<file path="src/rtl/axis_xy_input_port.sv">
// rtl/axis_xy_input_port.sv - mesh router input port: flit FIFO, XY route lock, PMU counters
module axis_xy_input_port #(
  parameter int DATA_WIDTH = 40,
  parameter int ID_WIDTH   = 4,
  parameter int DEST_WIDTH = 4,
  parameter int USER_WIDTH = 4,
  parameter int X_BITS     = 2,
  parameter int X_COORD    = 0,
  parameter int Y_COORD    = 0,
  parameter int FIFO_DEPTH = 4,
  parameter int CNT_WIDTH  = 32
) (
  input  logic                  ACLK,
  input  logic                  ARESETn,
  input  logic                  s_tvalid,
  output logic                  s_tready,
  input  logic [DATA_WIDTH-1:0] s_tdata,
  input  logic [ID_WIDTH-1:0]   s_tid,
  input  logic [DEST_WIDTH-1:0] s_tdest,
  input  logic [USER_WIDTH-1:0] s_tuser,
  input  logic                  s_tlast,
  output logic [4:0]            m_tvalid,
  input  logic [4:0]            m_tready,
  output logic [DATA_WIDTH-1:0] m_tdata,
  output logic [ID_WIDTH-1:0]   m_tid,
  output logic [DEST_WIDTH-1:0] m_tdest,
  output logic [USER_WIDTH-1:0] m_tuser,
  output logic                  m_tlast,
  output logic [CNT_WIDTH-1:0]  pmu_flits,
  output logic [CNT_WIDTH-1:0]  pmu_stall,
  input  logic                  pmu_clr
);

  localparam int AW     = $clog2(FIFO_DEPTH);
  localparam int CW     = AW + 1;
  localparam int Y_BITS = DEST_WIDTH - X_BITS;
  localparam int FW     = DATA_WIDTH + ID_WIDTH + DEST_WIDTH + USER_WIDTH + 1;

  localparam logic [CW-1:0]     FULL_CNT = CW'(FIFO_DEPTH);
  localparam logic [X_BITS-1:0] X_C      = X_BITS'(X_COORD);
  localparam logic [Y_BITS-1:0] Y_C      = Y_BITS'(Y_COORD);

  // Direction indices; one-hot position in m_tvalid
  localparam logic [2:0] DIR_LOCAL = 3'd0;
  localparam logic [2:0] DIR_EAST  = 3'd1;
  localparam logic [2:0] DIR_WEST  = 3'd2;
  localparam logic [2:0] DIR_NORTH = 3'd3;
  localparam logic [2:0] DIR_SOUTH = 3'd4;

  typedef enum logic {IDLE, LOCKED} state_t;

  logic [FW-1:0]        mem_q [FIFO_DEPTH];
  logic [AW-1:0]        wr_ptr_q, wr_ptr_d, rd_ptr_q, rd_ptr_d;
  logic [CW-1:0]        count_q, count_d;
  state_t               state_q, state_d;
  logic [2:0]           route_q, route_d;
  logic [CNT_WIDTH-1:0] flits_q, flits_d, stall_q, stall_d;

  logic                  push, pop, head_valid, sel_ready;
  logic [FW-1:0]         head;
  logic [X_BITS-1:0]     dx;
  logic [Y_BITS-1:0]     dy;
  logic [2:0]            route_fn, route;
  logic [4:0]            route_oh;

  // Ready depends only on registered occupancy, never on downstream ready
  assign s_tready   = (count_q != FULL_CNT);
  assign head_valid = (count_q != '0);
  assign push       = s_tvalid && s_tready;

  assign head = mem_q[rd_ptr_q];
  assign {m_tdata, m_tid, m_tdest, m_tuser, m_tlast} = head;

  // XY route of the head flit: resolve X first, then Y, unsigned compares
  always_comb begin
    dx       = m_tdest[X_BITS-1:0];
    dy       = m_tdest[DEST_WIDTH-1:X_BITS];
    route_fn = DIR_LOCAL;
    if (dx > X_C)      route_fn = DIR_EAST;
    else if (dx < X_C) route_fn = DIR_WEST;
    else if (dy > Y_C) route_fn = DIR_NORTH;
    else if (dy < Y_C) route_fn = DIR_SOUTH;
  end

  assign route     = (state_q == LOCKED) ? route_q : route_fn;
  assign route_oh  = 5'(5'b00001 << route);
  assign m_tvalid  = head_valid ? route_oh : 5'b00000;
  assign sel_ready = |(route_oh & m_tready);
  assign pop       = head_valid && sel_ready;

  // FIFO pointer/occupancy update; pointers wrap on their natural width
  always_comb begin
    wr_ptr_d = wr_ptr_q;
    rd_ptr_d = rd_ptr_q;
    count_d  = count_q;
    if (push) wr_ptr_d = wr_ptr_q + 1'b1;
    if (pop)  rd_ptr_d = rd_ptr_q + 1'b1;
    if (push && !pop)      count_d = count_q + 1'b1;
    else if (pop && !push) count_d = count_q - 1'b1;
  end

  // Packet route lock: head without tlast pins the route until the tail leaves
  always_comb begin
    state_d = state_q;
    route_d = route_q;
    if (pop) begin
      if (state_q == IDLE && !m_tlast) begin
        state_d = LOCKED;
        route_d = route_fn;
      end else if (state_q == LOCKED && m_tlast) begin
        state_d = IDLE;
      end
    end
  end

  // Saturating PMU counters; clear wins over increment
  always_comb begin
    flits_d = flits_q;
    stall_d = stall_q;
    if (pmu_clr) begin
      flits_d = '0;
      stall_d = '0;
    end else begin
      if (pop && flits_q != '1)                     flits_d = flits_q + 1'b1;
      if (head_valid && !sel_ready && stall_q != '1) stall_d = stall_q + 1'b1;
    end
  end

  assign pmu_flits = flits_q;
  assign pmu_stall = stall_q;

  // Flit storage; contents need no reset since occupancy guards every read
  always_ff @(posedge ACLK) begin
    if (push) mem_q[wr_ptr_q] <= {s_tdata, s_tid, s_tdest, s_tuser, s_tlast};
  end

  // Control state, FSM and counters
  always_ff @(posedge ACLK or negedge ARESETn) begin
    if (!ARESETn) begin
      wr_ptr_q <= '0;
      rd_ptr_q <= '0;
      count_q  <= '0;
      state_q  <= IDLE;
      route_q  <= DIR_LOCAL;
      flits_q  <= '0;
      stall_q  <= '0;
    end else begin
      wr_ptr_q <= wr_ptr_d;
      rd_ptr_q <= rd_ptr_d;
      count_q  <= count_d;
      state_q  <= state_d;
      route_q  <= route_d;
      flits_q  <= flits_d;
      stall_q  <= stall_d;
    end
  end

endmodule

</file>
<file path="config.mk">
export PLATFORM = sky130hd
export DESIGN_NAME = axis_xy_input_port
export DESIGN_NICKNAME = d
export VERILOG_FILES = /design/src/rtl/axis_xy_input_port.sv
export SDC_FILE = /design/constraint.sdc
export NUM_CORES = 1
export LEC_CHECK = 0
export BUFFER_PORTS_ARGS = -buffer_cell sky130_fd_sc_hd__buf_2
export CORE_MARGIN = 2
export CORE_UTILIZATION = 56
export DETAILED_ROUTE_END_ITERATION = 10
export PLACE_DENSITY_LB_ADDON = 0.25
export RECOVER_POWER = 25
export SLEW_MARGIN = 20
export SYNTH_ARGS = -nofsm -noshare
export SYNTH_HDL_FRONTEND = slang
export SYNTH_SLANG_ARGS = --single-unit
</file>
<file path="constraint.sdc">
create_clock -name ACLK -period 4.2 [get_ports ACLK]
set_clock_uncertainty 0.1 [all_clocks]
set_input_delay 0.21 -clock ACLK [delete_from_list [all_inputs] [get_ports ACLK]]
set_output_delay 0.21 -clock ACLK [all_outputs]
set_load 0.03 [all_outputs]
</file>
==> Word-level counts from Yosys, hierarchy flattened <==
Memories as Yosys holds them, arrays and structs flattened.
Index checks and enable logic that the tools add are counted.
{ "word_totals": {"reg_bits": 75, "mem_count": 1, "out_inout_bits": 123, "wordCells": 61, "ram_bits": 212, "inputBits": 62} }
{ "classes": {"shift": 1, "n_eq_ne": 3, "n_addsub": 6, "magnitude_cmp": 4, "n_mux": 16, "n_bitwise": 2, "reduce_logical": 21} }
{ "mem_list": {"columns": ["name", "depth", "width", "rd", "rd_ports_with_merged_regs", "write_ports", "line_no", "text"], "rows": [
  ["mem_q", 4, 53, 1, 0, 1, "52", "logic [FW-1:0] mem_q [FIFO_DEPTH];"]
]} }
{ "op_table": {"columns": ["cell", "count"], "rows": [
  ["two-way mux 32 bit", 4],
  ["adder 32 x 1 -> 32 bit, second input constant", 2],
  ["!= test 32 bit, second input constant", 2],
  ["two-way mux 3 bit", 7],
  ["logical AND 1 bit", 9],
  ["nonzero test 2 bit", 4],
  ["bitwise AND 5 bit", 1],
  ["two-way mux 5 bit", 1],
  ["OR reduction 5 bit", 1],
  ["<< shifter 1 x 3 -> 5 bit, first input constant", 1],
  ["adder 2 x 1 -> 2 bit, second input constant", 2],
  ["> comparator 2 x 1 -> 1 bit, second input constant", 2],
  ["zero test 1 bit", 4],
  ["less-than comparator 2 x 1 -> 1 bit, second input constant", 2],
  ["two-way mux 1 bit", 4],
  ["AND reduction 2 bit", 2],
  ["adder 3 x 1 -> 3 bit, second input constant", 1],
  ["!= test 3 bit, second input constant", 1],
  ["nonzero test 3 bit", 1],
  ["subtractor 3 x 1 -> 3 bit, second input constant", 1],
  ["NOT 1 bit", 1]
]} }

==> Depth between registers and ports, before layout <==
Gate-level depths: netlist of run 1.
An unclocked memory read counts as a cell.
{ "depth": {"word_depth": 15, "ltp_mapped": 14, "depth_no_buf": 12} }

==> Worst setup path before layout of run 1 <==
OpenSTA, ideal clock, no wires.
{ "synth_path": {"path_type": "reg-to-reg", "from": "register rd_ptr_q[0]", "to": "register count_q[1]", "period_less_slack_ps": 3684, "t_required_ps": 3975, "setup_ps": 125, "slack_ps": 516, "path_buffers": 2, "path_stages_with_launch": 13, "arrival_ps": 3459, "cell_sequence": "dfrtp_1 > buf_6 > mux4_2 > or4_4 > o21ai_4 > a211oi_1 > clkbuf_1 > nor3_2 > inv_2 > ha_1 > inv_1 > fa_1 > mux2_2"} }
{ "synth_via": {"word_cells_on_any_way": 19, "classes_between": "4 x order compare; 1 x shift; 6 x mux; 1 x bitwise; 6 x reduce/logical; 1 x memory"} }
{ "synth_rtl": {"columns": ["item", "line_no", "text"], "rows": [
  ["start: declaration", "53", "logic [AW-1:0] wr_ptr_q, wr_ptr_d, rd_ptr_q, rd_ptr_d;"],
  ["start signal: assignment", "149", "rd_ptr_q <= rd_ptr_d;"],
  ["memory (4 x 53 bit) *", null, null],
  ["named net m_tdest[0]", "26", "output logic [DEST_WIDTH-1:0] m_tdest,"],
  ["less-than comparator 2 x 1 -> 1 bit", "80", "else if (dx < X_C) route_fn = DIR_WEST;"],
  ["two-way mux 3 bit", "80", null],
  ["two-way mux 3 bit *", "79", "if (dx > X_C) route_fn = DIR_EAST;"],
  ["two-way mux 3 bit *", "85", "assign route = (state_q == LOCKED) ? route_q : route_fn;"],
  ["<< shifter 1 x 3 -> 5 bit *", "86", "assign route_oh = 5'(5'b00001 << route);"],
  ["bitwise AND 5 bit *", "88", "assign sel_ready = |(route_oh & m_tready);"],
  ["OR reduction 5 bit *", "88", null],
  ["logical AND 1 bit *", "89", "assign pop = head_valid && sel_ready;"],
  ["zero test 1 bit *", "98", "if (push && !pop) count_d = count_q + 1'b1;"],
  ["logical AND 1 bit *", "98", null],
  ["two-way mux 3 bit *", "98", null],
  ["named net count_d[1]", "54", "logic [CW-1:0] count_q, count_d;"],
  ["end signal: assignment", "150", "count_q <= count_d;"],
  ["end: declaration", "54", null]
]} }
Mark *: on every way through the listed nets, which the timed path passes. The rest lies on a longest branch.
A chain may end at the register's enable or synchronous reset.

==> Worst setup path after layout of run 1 <==
{ "layout_path": {"from": "register rd_ptr_q[0]", "to": "register flits_q[5], in the netlist pmu_flits[5]"} }
{ "layout_via": {"elab_chain_len": 13, "word_cells_on_any_way": 16, "classes_between": "4 x order compare; 1 x shift; 5 x mux; 1 x bitwise; 4 x reduce/logical; 1 x memory"} }
{ "layout_lines": {"columns": ["item", "line_no", "text"], "rows": [
  ["memory (4 x 53 bit) *", null, null],
  ["less-than comparator 2 x 1 -> 1 bit", "82", "else if (dy < Y_C) route_fn = DIR_SOUTH;"],
  ["two-way mux 3 bit", "82", null],
  ["two-way mux 3 bit", "81", "else if (dy > Y_C) route_fn = DIR_NORTH;"],
  ["two-way mux 3 bit", "80", null],
  ["two-way mux 3 bit *", "79", null],
  ["two-way mux 3 bit *", "85", null],
  ["<< shifter 1 x 3 -> 5 bit *", "86", null],
  ["bitwise AND 5 bit *", "88", null],
  ["OR reduction 5 bit *", "88", null],
  ["logical AND 1 bit *", "89", null],
  ["logical AND 1 bit *", "124", "if (pop && flits_q != '1) flits_d = flits_q + 1'b1;"],
  ["nonzero test 2 bit (no line) *", null, null],
  ["end signal: assignment", "153", "flits_q <= flits_d;"],
  ["end: declaration", "57", "logic [CNT_WIDTH-1:0] flits_q, flits_d, stall_q, stall_d;"]
]} }
Mark *: on every way between the ends. The rest lies on a longest branch, timed or not.

==> results of run 1 <==
through the flow:
stage / total power, uW / utilization [%]
floorplan: 6140 / -
global placement: 6980 / 62.6
detailed placement: 7030 / 62.6
CTS: 9640 / 69.8
global route: 10000 / 69.6
finish: 9540 / 69.6
power breakdown:
group | internal, uW | switching, uW | total [uW]
Combinational | 1130 | 2110 | 3240
Sequential | 3570 | 184 | 3750
Clock | 1510 | 1030 | 2540
Total | 6210 | 3330 | 9540
registers in the layout, summed over array words and instances, names as in the netlist:
name / cells
mem_q: 212
pmu_flits: 32
pmu_stall: 32
count_q: 3
rd_ptr_q: 2
route_q: 2
wr_ptr_q: 2
state_q: 1
logic make-up after synthesis:
| kind of cell | Yosys count |
|---|---|
| other cells | 1 |
| buf+inv | 45 |
| mux | 61 |
| simple gates | 203 |
| flops | 286 |
| fa+ha+maj | 9 |
| compound gates | 120 |
| xor+xnor | 13 |
routing by layer:
layer,vias to the layer above,global-route usage (%),share of wire [%]
met2,223,38.7,50
met4,0,4.52,1.5
met5,-,0,0
met3,30,4.74,6.8
met1,3670,31.4,42
li1,3469,-,-
final timing paths:
kind / to / depth (start not counted) / slack (ns)
min in group asynchronous: pmu_stall[20] / 2 / 0.20
worst min register to register: route_q[0] / 1 / 0.40
worst min-delay path: wr_ptr_q[0] / 3 / 0.04
worst max-delay path: pmu_flits[5] / 8 / 0.54
max in group asynchronous: rd_ptr_q[0] / 3 / 2.72
worst max register to register: pmu_flits[5] / 8 / 0.54
critical path, cell delays in order, from the launching register on:
cell and delay (ns):
dfrtp_4 0.48, mux4_2 0.55, or2_1 0.28, o31ai_1 0.50
a211oi_1 0.14, buf_4 0.21, or3_4 0.55, or4_1 0.53
a21oi_1 0.21
cells in the final DEF (no fill, tap or decap), types with 10 or more instances in the layout:
master,count
dfrtp_1,72
or4_1,18
buf_2,138
nand4_1,18
a21oi_1,53
nor2_1,24
edfxtp_1,212
mux4_2,53
nand3_1,23
nand2_1,34
o31ai_1,16
buf_4,20
o21ai_0,35
inv_1,10
dlygate4sd3_1,54
or3_1,33
clkbuf_1,50
clkbuf_16,29
final cells by class:
| cell class | count | area (um2) |
|---|---|---|
| Clock inverter | 19 | 199 |
| Timing Repair Buffer | 257 | 1550 |
| Clock buffer | 35 | 748 |
| Sequential cell | 286 | 8220 |
| Inverter | 11 | 41.3 |
| Fill cell | 1441 | 6340 |
| Multi-Input combinational cell | 407 | 3370 |
| Tap cell | 275 | 344 |
| Antenna cell | 2 | 5.00 |
timing repair:
| item | in CTS | in global routing |
|---|---|---|
| setup endpoints to repair | 0 | 0 |
| hold buffers | 54 | 0 |
| endpoints found under the hold margin | 246 | 0 |
==> summary.txt, run 1 <==
Status
  – Status: complete, no violations

Timing
  – Fmax: 273 MHz
  – Slew HR: 32.7%
  – RSZ-0062 raised after global routing: no
  – Slew Viols, Final: 0
  – Slew @ Worst Pin: 1.01 ns
  – Fin crit share: between 80% and 90%
  – Setup ws final: 0.537 ns
  – Setup violations, final: 0
  – Setup TNS: 0 ns
  – Worst hold slack: approximately 0.036 ns
  – Final Hold Fails: 0
  – Crit path time final: 3.66 ns

Clock tree
  – H-tree depth: 1
  – Clk buf depth: 3
  – Worst skew pair latency: 0.54 ns
  – Root buf cell: clkbuf_16
  – # clock sinks: ~290
  – CTS tree: yes
  – CTS buffer count: 29
  – Postcts setup bufs: 0
  – Number of gates resized after CTS: 0
  – Clock slew at the register clock pins of the worst setup and hold paths: around 0.060 ns

Synth
  – Sequential share of the synthesized area: 69.8%
  – Synthesized flop and latch total: 286
  – Mux share of post-synthesis cell area: 10.9%
  – Ys flop type: edfxtp_1
  – Fraction of the mapped netlist area in adder cells: 1.02%
  – Synthesized instance count: ~740
  – Post-synth ARST share: 25.9%
  – Post-synth top cells: 212 x edfxtp_1, 74 x dfrtp_1, 53 x a21oi_1, 53 x mux4_2, 35 x o21ai_0
  – Area contributors post-synth: edfxtp_1 54%, dfrtp_1 16%, mux4_2 10%, a21oi_1 2.3%, or3_1 1.8%
  – Synth warn: 0
  – Top-count cell post-synth: edfxtp_1
  – Synth Area in Compound Gates: 5.91%
  – Largest family of logic cells by synthesized area: multiplexers
  – EDFF count, synth: around 210
  – Synthesized cell area: around 12000 um2
  – Top cell type by total area after synthesis: edfxtp_1
  – Xor/xnor share of the synthesized area: 0.967%
  – Post-Synth Simple-Gate Area: 9.77%
  – Mean Syn Cell Area: 16.0 um2
  – Synth top area share: ~54%
  – Post-synth cell types: 56
  – Syn_nets: 809

Setup path
  – Worst Setup Start Kind: flip-flop
  – Kind of critical path: reg2reg
  – Crit path required time: 4.54 ns
  – Worst-path maximum fanout: 40
  – CP Capture Type: flip-flop
  – CP Launch Point: rd_ptr_q[0]
  – Worst r2r src: rd_ptr_q[0]
  – Worst EP arrival: 4.00 ns

Job
  – Max_cap viols: 0

Placed design
  – Pre-CTS setup slack: 0.533 ns
  – Dpl hpwl: 15.3 mm
  – Placed insts: between 1000 and 1500
  – RePlAce Congestion: 0.749
  – I/O Buffers: 182
  – Placed Area: 13000 um2

Detailed routing
  – Detailed-route wire length: 24.8 mm
  – DR iter-0 viols: 345
  – Mean number of vias per cell: approximately 5.7
  – Drt pass-1 iters: 4
  – Residual DRC: 0
  – Via Count: roughly 7400
  – DRT antenna net count: 0
  – Wire length per cell: 19.2 um

Floorplan
  – DIE AREA: 22200 um2
  – Die W: 149 um
  – Core area: 20800 um2
  – Starting Density: roughly 57%
  – Rows: 53
  – Num ports: 185
  – Die Ht: approximately 150 um

Layout
  – Design area: between 10000 and 15000 um2
  – Layout Cells excl Fill: ~1300
  – Fin nets: around 1100
  – Synthesis-to-layout area growth: 23.0%
  – Layout cells sized above 1: a little over a quarter

Worst hold path
  – Worst hold start: s_tvalid
  – Hold Path Class: in2reg

Power and ir drop
  – Maximum vdd drop: 527 uV
  – P_leak: 0.00532 uW
  – Pwr Density: 659 nW/um2

GRT
  – Largest net degree at the start of global routing: 54
  – Initial antenna violation count: 1
  – Number of global-route vias before repair: 7412
  – Gr usage total: between 20% and 30%
  – First-pass GRT wire length: 39.8 mm
  – Grt total ovfl: 0
No activity file was read; power rests on OpenSTA's default activity.
==> inputs of run 2 (changes only) <==
ABC_AREA = 1   (was unset)
SKIP_CTS_REPAIR_TIMING = 1   (was unset)
==> summary.txt, run 2 <==
Detailed routing
  – Mean number of vias per cell: 5.52 (-3.5%)
  – Drt pass-1 iters: 5 (+1)
  – Via Count: 9708 (+31%)
  – Detailed-route wire length: 29.8 mm (+20%)
  – Wire length per cell: 16.9 um (-12%)
  – DR iter-0 viols: 698 (+100%)
  – Residual DRC: 0 (unchanged)
  – DRT antenna net count: 0 (unchanged)

Synth
  – Synth warn: 0 (unchanged)
  – Post-synth cell types: 34 (-39%)
  – Syn_nets: 1306 (+61%)
  – Synth top area share: 49.1% (-4.9 points)
  – Sequential share of the synthesized area: 63.4% (-6.3 points)
  – Top-count cell post-synth: edfxtp_1
  – Top cell type by total area after synthesis: edfxtp_1
  – Post-synth top cells: 212 x edfxtp_1, 194 x nand2_1, 156 x nor2_1
  – Synthesized flop and latch total: 286 (unchanged)
  – EDFF count, synth: 212 (unchanged)
  – Ys flop type: edfxtp_1
  – Post-synth ARST share: 25.9% (unchanged)
  – Mean Syn Cell Area: 10.5 um2 (-34%)
  – Area contributors post-synth: edfxtp_1 49%, dfrtp_1 14%, nand2_1 5.6%, nor2_1 4.5%, o21ai_0 3.9%
  – Synthesized cell area: 13000 um2 (+10%)
  – Synthesized instance count: 1235 (+67%)

Layout
  – Synthesis-to-layout area growth: 19.3%
  – Top reg by flops: mem_q
  – Commonest non-fill, non-tap cells in the layout: 212 x edfxtp_1, 194 x nand2_1, 152 x nor2_1
  – Filler Cells Inserted: 1675 (+16%)
  – Layout cells sized above 1: 15.0% (-12 points)
  – Largest register FFs: 212 (unchanged)
  – Fin nets: 1520 (+43%)
  – Commonest non-fill, non-tap cell in the layout: edfxtp_1
  – Design area: 15400 um2 (+6.6%)

GRT
  – Number of global-route vias before repair: 8953 (+21%)
  – Grt total ovfl: 0 (unchanged)
  – Gr usage total: 23.3% (+0.45 points)
  – Largest net degree at the start of global routing: 90 (+67%)
  – Initial antenna violation count: 1 (unchanged)
  – First-pass GRT wire length: 45.5 mm (+14%)

Clock tree
  – H-tree depth: 1 (unchanged)
  – Clock slew at the register clock pins of the worst setup and hold paths: 0.06 ns (about the same)
  – Worst skew pair latency: 0.54 ns (about the same)
  – Clk buf depth: 3 (unchanged)
  – CTS tree: yes
  – Root buf cell: clkbuf_16
  – CTS buffer count: 29 (unchanged)
  – # clock sinks: 286 (unchanged)

Timing
  – Fmax: 281 MHz (+2.9%)
  – Fin crit share: 84.7% (-2.5 points)
  – RSZ-0062 raised after global routing: no
  – Worst hold slack: 0.186 ns (+0.150 ns)
  – Setup violations, final: 0 (unchanged)
  – Setup TNS: 0 ns (unchanged)
  – Final Hold Fails: 0 (unchanged)
  – Crit path time final: 3.56 ns (-0.105 ns)
  – Slew Viols, Final: 0 (unchanged)
  – Setup ws final: 0.642 ns (+0.105 ns)
  – Slew @ Worst Pin: 0.966 ns (-0.0430 ns)
  – Slew HR: 35.6% (+2.9 points)

Setup path
  – Crit path required time: 4.58 ns (+0.04 ns)
  – Worst EP arrival: 3.94 ns (-0.06 ns)
  – Worst R2R Setup Slack: 0.64 ns (+0.10 ns)
  – Worst-path maximum fanout: 50 (+25%)
  – Reg2reg path depth: 14 (+6)
  – Critical R2R Capture: pmu_stall[2]
  – Worst Setup Start Kind: flip-flop
  – Worst r2r src: rd_ptr_q[0]
  – Critical Path End: pmu_stall[2]
  – CP Capture Type: flip-flop
  – CP Launch Point: rd_ptr_q[0]
  – Kind of critical path: reg2reg

Power and ir drop
  – Flop pwr share: 37.0% (-2.3 points)
  – Clock power frac: 24.5% (-2.2 points)
  – P_leak: 0.00635 uW (+19%)
  – Maximum vdd drop: 482 uV (-8.5%)
  – Switching Fraction: 41.3% (+6.5 points)
  – Internal power: 6000 uW (-3.5%)
  – Combinational power share: 38.4% (+4.4 points)
  – Total chip power: 10200 uW (+7.1%)
  – Pwr Density: 662 nW/um2 (+0.47%)
  – NetSw: 4230 uW (+27%)

Placed design
  – RePlAce Congestion: 0.898 (+20%)
  – Dpl hpwl: 17.6 mm (+15%)
  – Placed Area: 14000 um2 (+7.5%)
  – Pre-CTS setup slack: 0.646 ns (+0.113 ns)
  – I/O Buffers: 182 (unchanged)

Floorplan
  – Die Ht: 156 um (+4.7%)
  – DIE AREA: 24400 um2 (+9.7%)
  – Rows: 55 (+3.8%)
  – Die W: 156 um (+4.7%)
  – Starting Density: 57.2% (+0.65 points)
  – Core area: 22600 um2 (+8.7%)
  – Num ports: 185 (unchanged)

Status
  – Status: complete, no violations

Job
  – Max_cap viols: 0 (unchanged)

Worst hold path
  – Hold Path Class: in2reg
==> run 2: power by group through the flow <==
stage / Clock [uW] / Sequential [uW] / Combinational, uW
after floorplan: 0 / 3780 / 2930
after global placement: 0 / 3820 / 3820
after detailed placement: 0 / 3830 / 3890
after CTS: 2540 / 3780 / 3920
after global routing: 2650 / 3830 / 4290
final: 2510 / 3780 / 3930
==> run 2: cell type report <==
class / instances / area [um2] / area share (%)
tap: 285 / 357 / 2.31
sequential: 286 / 8220 / 53.2
antenna: 1 / 2.50 / 0.0162
multi-input combinational: 797 / 4110 / 26.6
inverter: 85 / 324 / 2.10
clock inverter: 19 / 175 / 1.13
timing repair buffer: 250 / 1510 / 9.75
clock buffer: 35 / 748 / 4.84
==> run 2: how the worst min path moves through the flow <==
stage | slack [ns] | startpoint | end | depth (start not counted)
2_1_floorplan | -0.19 | ARESETn | count_q[0] | 0
3_3_place_gp | 0.32 | ARESETn | pmu_stall[10] | 1
3_5_place_dp | 0.32 | ARESETn | pmu_stall[9] | 1
4_1_cts | -0.26 | ARESETn | pmu_stall[17] | 1
5_1_grt | 0.19 | s_tvalid | wr_ptr_q[0] | 3
6_report | 0.19 | s_tvalid | wr_ptr_q[0] | 3
==> run 2: metrics by stage <==
step | util, % | instances
final | 68.2 | 1758
after detailed placement | 61.9 | 1648
after CTS | 66.0 | 1702
after global placement | 61.9 | 1648
after floorplan | - | 1235
after global routing | 68.2 | 1758
==> run 2: metal layers <==
layer | routed length (um) | up-vias | global-route usage [%]
li1 | - | 4736 | -
met1 | 12400 | 4627 | 30.5
met2 | 14700 | 299 | 39.4
met3 | 2130 | 46 | 5.83
met4 | 567 | 0 | 5.77
met5 | 0 | - | 0
==> run 2: critical path: stages (launching register included) <==
cell and delay (ns):
dfrtp_4 0.78, inv_4 0.30, nand2_1 0.13, nand3_1 0.07, nand2_1 0.11, nand2_2 0.10, o21ai_1 0.16, nand2_1 0.14
nand3_1 0.12, nand2_2 0.08, nor2_4 0.15, nand2_2 0.46, inv_2 0.53, nand3_1 0.14, nand2_1 0.09
==> run 2: logic make-up after synthesis <==
| group | Yosys count | synth area share [%] |
|---|---|---|
| simple gates | 571 | 19.9 |
| flops | 286 | 63.4 |
| compound gates | 156 | 6.54 |
| buf+inv | 152 | 5.03 |
| xor+xnor | 59 | 3.99 |
| fa+ha+maj | 9 | 0.927 |
| other cells | 1 | 0.0290 |
| mux | 1 | 0.0869 |
==> inputs of run 3 (changes only) <==
clock period = 3.5 ns   (was 4.2 ns; I/O delays follow)
==> summary.txt, run 3 (same netlist as run 2, synthesis figures left out) <==
Status
  – Status: complete, no violations

GRT
  – Gr usage total: 23.4% (+0.12 points)
  – Largest net degree at the start of global routing: 75 (-17%)
  – Grt total ovfl: 0 (unchanged)
  – Number of global-route vias before repair: 9229 (+3.1%)
  – Initial antenna violation count: 1 (unchanged)
  – First-pass GRT wire length: 45.7 mm (+0.43%)

Setup path
  – Reg2reg path depth: 17 (+3)
  – Worst R2R Setup Slack: 0.46 ns (-0.19 ns)
  – Worst Setup Start Kind: flip-flop
  – Crit path max-delay cell type: dfrtp_4
  – Worst-path cell chain: inv_4 -> nand2_1 -> nand3_1 -> nand2_1 -> nand2_2 -> nor2_1 -> nand2_1 -> nand2_1 -> nand3_1 -> nand2_2 -> nor2_4 -> nor2_4 -> inv_1 -> ha_1 -> inv_1 -> fa_1 -> mux2_2
  – Critical Path End: count_q[1]
  – Crit path required time: 3.84 ns (-0.74 ns)
  – Most used cell along the critical path: nand2_1
  – Worst r2r src: rd_ptr_q[0]
  – Worst-path maximum fanout: 23 (-54%)
  – Buffers & Inverters on Critical Path: 3 (+1)
  – CP delay by family, top: simple AND/OR/NAND/NOR gates
  – Kind of critical path: reg2reg
  – Worst EP arrival: 3.38 ns (-0.56 ns)
  – CP max stage delay: 0.58 ns (-0.20 ns)
  – Critical R2R Capture: count_q[1]
  – CP Capture Type: flip-flop
  – Worst path depth: 17 (+3)
  – CP Launch Point: rd_ptr_q[0]

Timing
  – Slew HR: 38.0% (+2.4 points)
  – Fin crit share: 87.0% (+2.3 points)
  – Worst hold slack: 0.119 ns (-0.0673 ns)
  – Slew @ Worst Pin: 0.930 ns (-0.0366 ns)
  – Crit path time final: 3.04 ns (-0.513 ns)
  – Slew Viols, Final: 0 (unchanged)
  – RSZ-0062 raised after global routing: no
  – Setup TNS: 0 ns (unchanged)
  – Fmax: 328 MHz (+17%)
  – Setup violations, final: 0 (unchanged)
  – Final Hold Fails: 0 (unchanged)

Placed design
  – RePlAce Congestion: 0.908 (+1.1%)
  – I/O Buffers: 182 (unchanged)
  – Dpl hpwl: 17.7 mm (+0.71%)

Detailed routing
  – Drt pass-1 iters: 5 (unchanged)
  – Wire length per cell: 16.9 um (-0.13%)
  – DRT antenna net count: 0 (unchanged)
  – DR iter-0 viols: 671 (-3.9%)
  – Via Count: 9873 (+1.7%)
  – Mean number of vias per cell: 5.60 (+1.4%)
  – Detailed-route wire length: 29.9 mm (+0.21%)
  – Residual DRC: 0 (unchanged)

Clock tree
  – CTS tree: yes
  – Worst skew pair latency: 0.56 ns (+0.02 ns)
  – H-tree depth: 1 (unchanged)
  – # clock sinks: 286 (unchanged)
  – Root buf cell: clkbuf_16
  – Clk buf depth: 3 (unchanged)
  – Clock slew at the register clock pins of the worst setup and hold paths: 0.06 ns (about the same)
  – CTS buffer count: 29 (unchanged)

Job
  – Max_cap viols: 0 (unchanged)

Layout
  – Layout cells sized above 1: 15.0% (-0.061 points)
  – Synthesis-to-layout area growth: 19.9%
  – Fin nets: 1526 (+0.39%)
  – Largest register FFs: 212 (unchanged)
  – Commonest non-fill, non-tap cells in the layout: 212 x edfxtp_1, 194 x nand2_1, 152 x nor2_1
  – Top reg by flops: mem_q
  – Commonest non-fill, non-tap cell in the layout: edfxtp_1

Worst hold path
  – WHS Path Cells: 3 (unchanged)
  – Hold Path Class: in2reg

Power and ir drop
  – Maximum vdd drop: 566 uV (+17%)
  – Flop pwr share: 36.2% (-0.8 points)
  – Combinational power share: 39.4% (+1.0 points)
  – Clock power frac: 24.4% (about the same)
  – Switching Fraction: 41.0% (-0.32 points)
  – NetSw: 5080 uW (+20%)
  – Internal power: 7300 uW (+22%)
  – P_leak: 0.00639 uW (+0.64%)
  – Pwr Density: 797 nW/um2 (+20%)

Floorplan
  – Starting Density: 57.2% (unchanged)
  – Die Ht: 156 um (unchanged)
  – DIE AREA: 24400 um2 (unchanged)
  – Num ports: 185 (unchanged)
  – Rows: 55 (unchanged)
  – Core area: 22600 um2 (unchanged)
  – Die W: 156 um (unchanged)
## run 3: cell types whose count changed in the layout (fill, tap and decap cells not counted), moves of 2 or more
cell	change
clkbuf_1	+6
clkbuf_8	+4
buf_12	+3
buf_4	+3
clkinv_2	-3
clkinvlp_4	-3
buf_2	-2
## run 3: worst register-to-register path: cells and delay by family (launching register included)
family | cells | cell delay, ns
fa+ha+maj | 2 | 0.59
buf+inv | 3 | 0.30
flops | 1 | 0.58
mux | 1 | 0.27
simple gates | 11 | 1.10
## run 3: power by group through the flow
stage | clock network [uW] | registers (uW) | logic [uW]
6_report | 3020 | 4480 | 4870
5_1_grt | 3200 | 4530 | 5310
4_1_cts | 3070 | 4480 | 4840
2_1_floorplan | 0 | 4530 | 3510
3_5_place_dp | 0 | 4540 | 4810
3_3_place_gp | 0 | 4530 | 4740
## run 3: area by class of cell
class	count	area, um2
timing repair buffer	256	1590
clock inverter	11	114
fill	1703	7110
tap	285	357
sequential	286	8220
inverter	85	323
clock buffer	43	818
multi-input combinational	797	4110
antenna	1	2.50
## run 3: layer usage
metal / part of all wire [%] / track usage (%) / vias to the layer above / routed length, um
met2: 50 / 39.5 / 342 / 14900
met3: 7.4 / 6.00 / 53 / 2210
met1: 40 / 29.8 / 4739 / 12100
li1: - / - / 4739 / -
met5: 0 / 0 / - / 0
met4: 2.3 / 7.65 / 0 / 694
## run 3: stage by stage
step	setup WS [ns]	instance area, um2	instances	utilization, %	total power (uW)
floorplan	-0.218	13000	1235	-	8050
global placement	0.525	14100	1654	62.3	9260
detailed placement	0.468	14100	1654	62.3	9360
CTS	0.448	15000	1708	66.4	12400
global route	0.173	15500	1763	68.6	13000
finish	0.455	15500	1764	68.6	12400
## run 3: how the worst min path moves through the flow
stage | from | end | slack [ns]
2_1_floorplan | ARESETn | count_q[0] | -0.22
3_3_place_gp | ARESETn | pmu_stall[10] | 0.28
3_5_place_dp | ARESETn | pmu_stall[10] | 0.28
4_1_cts | ARESETn | pmu_stall[10] | -0.31
5_1_grt | s_tvalid | wr_ptr_q[0] | 0.15
6_report | s_tvalid | wr_ptr_q[0] | 0.12
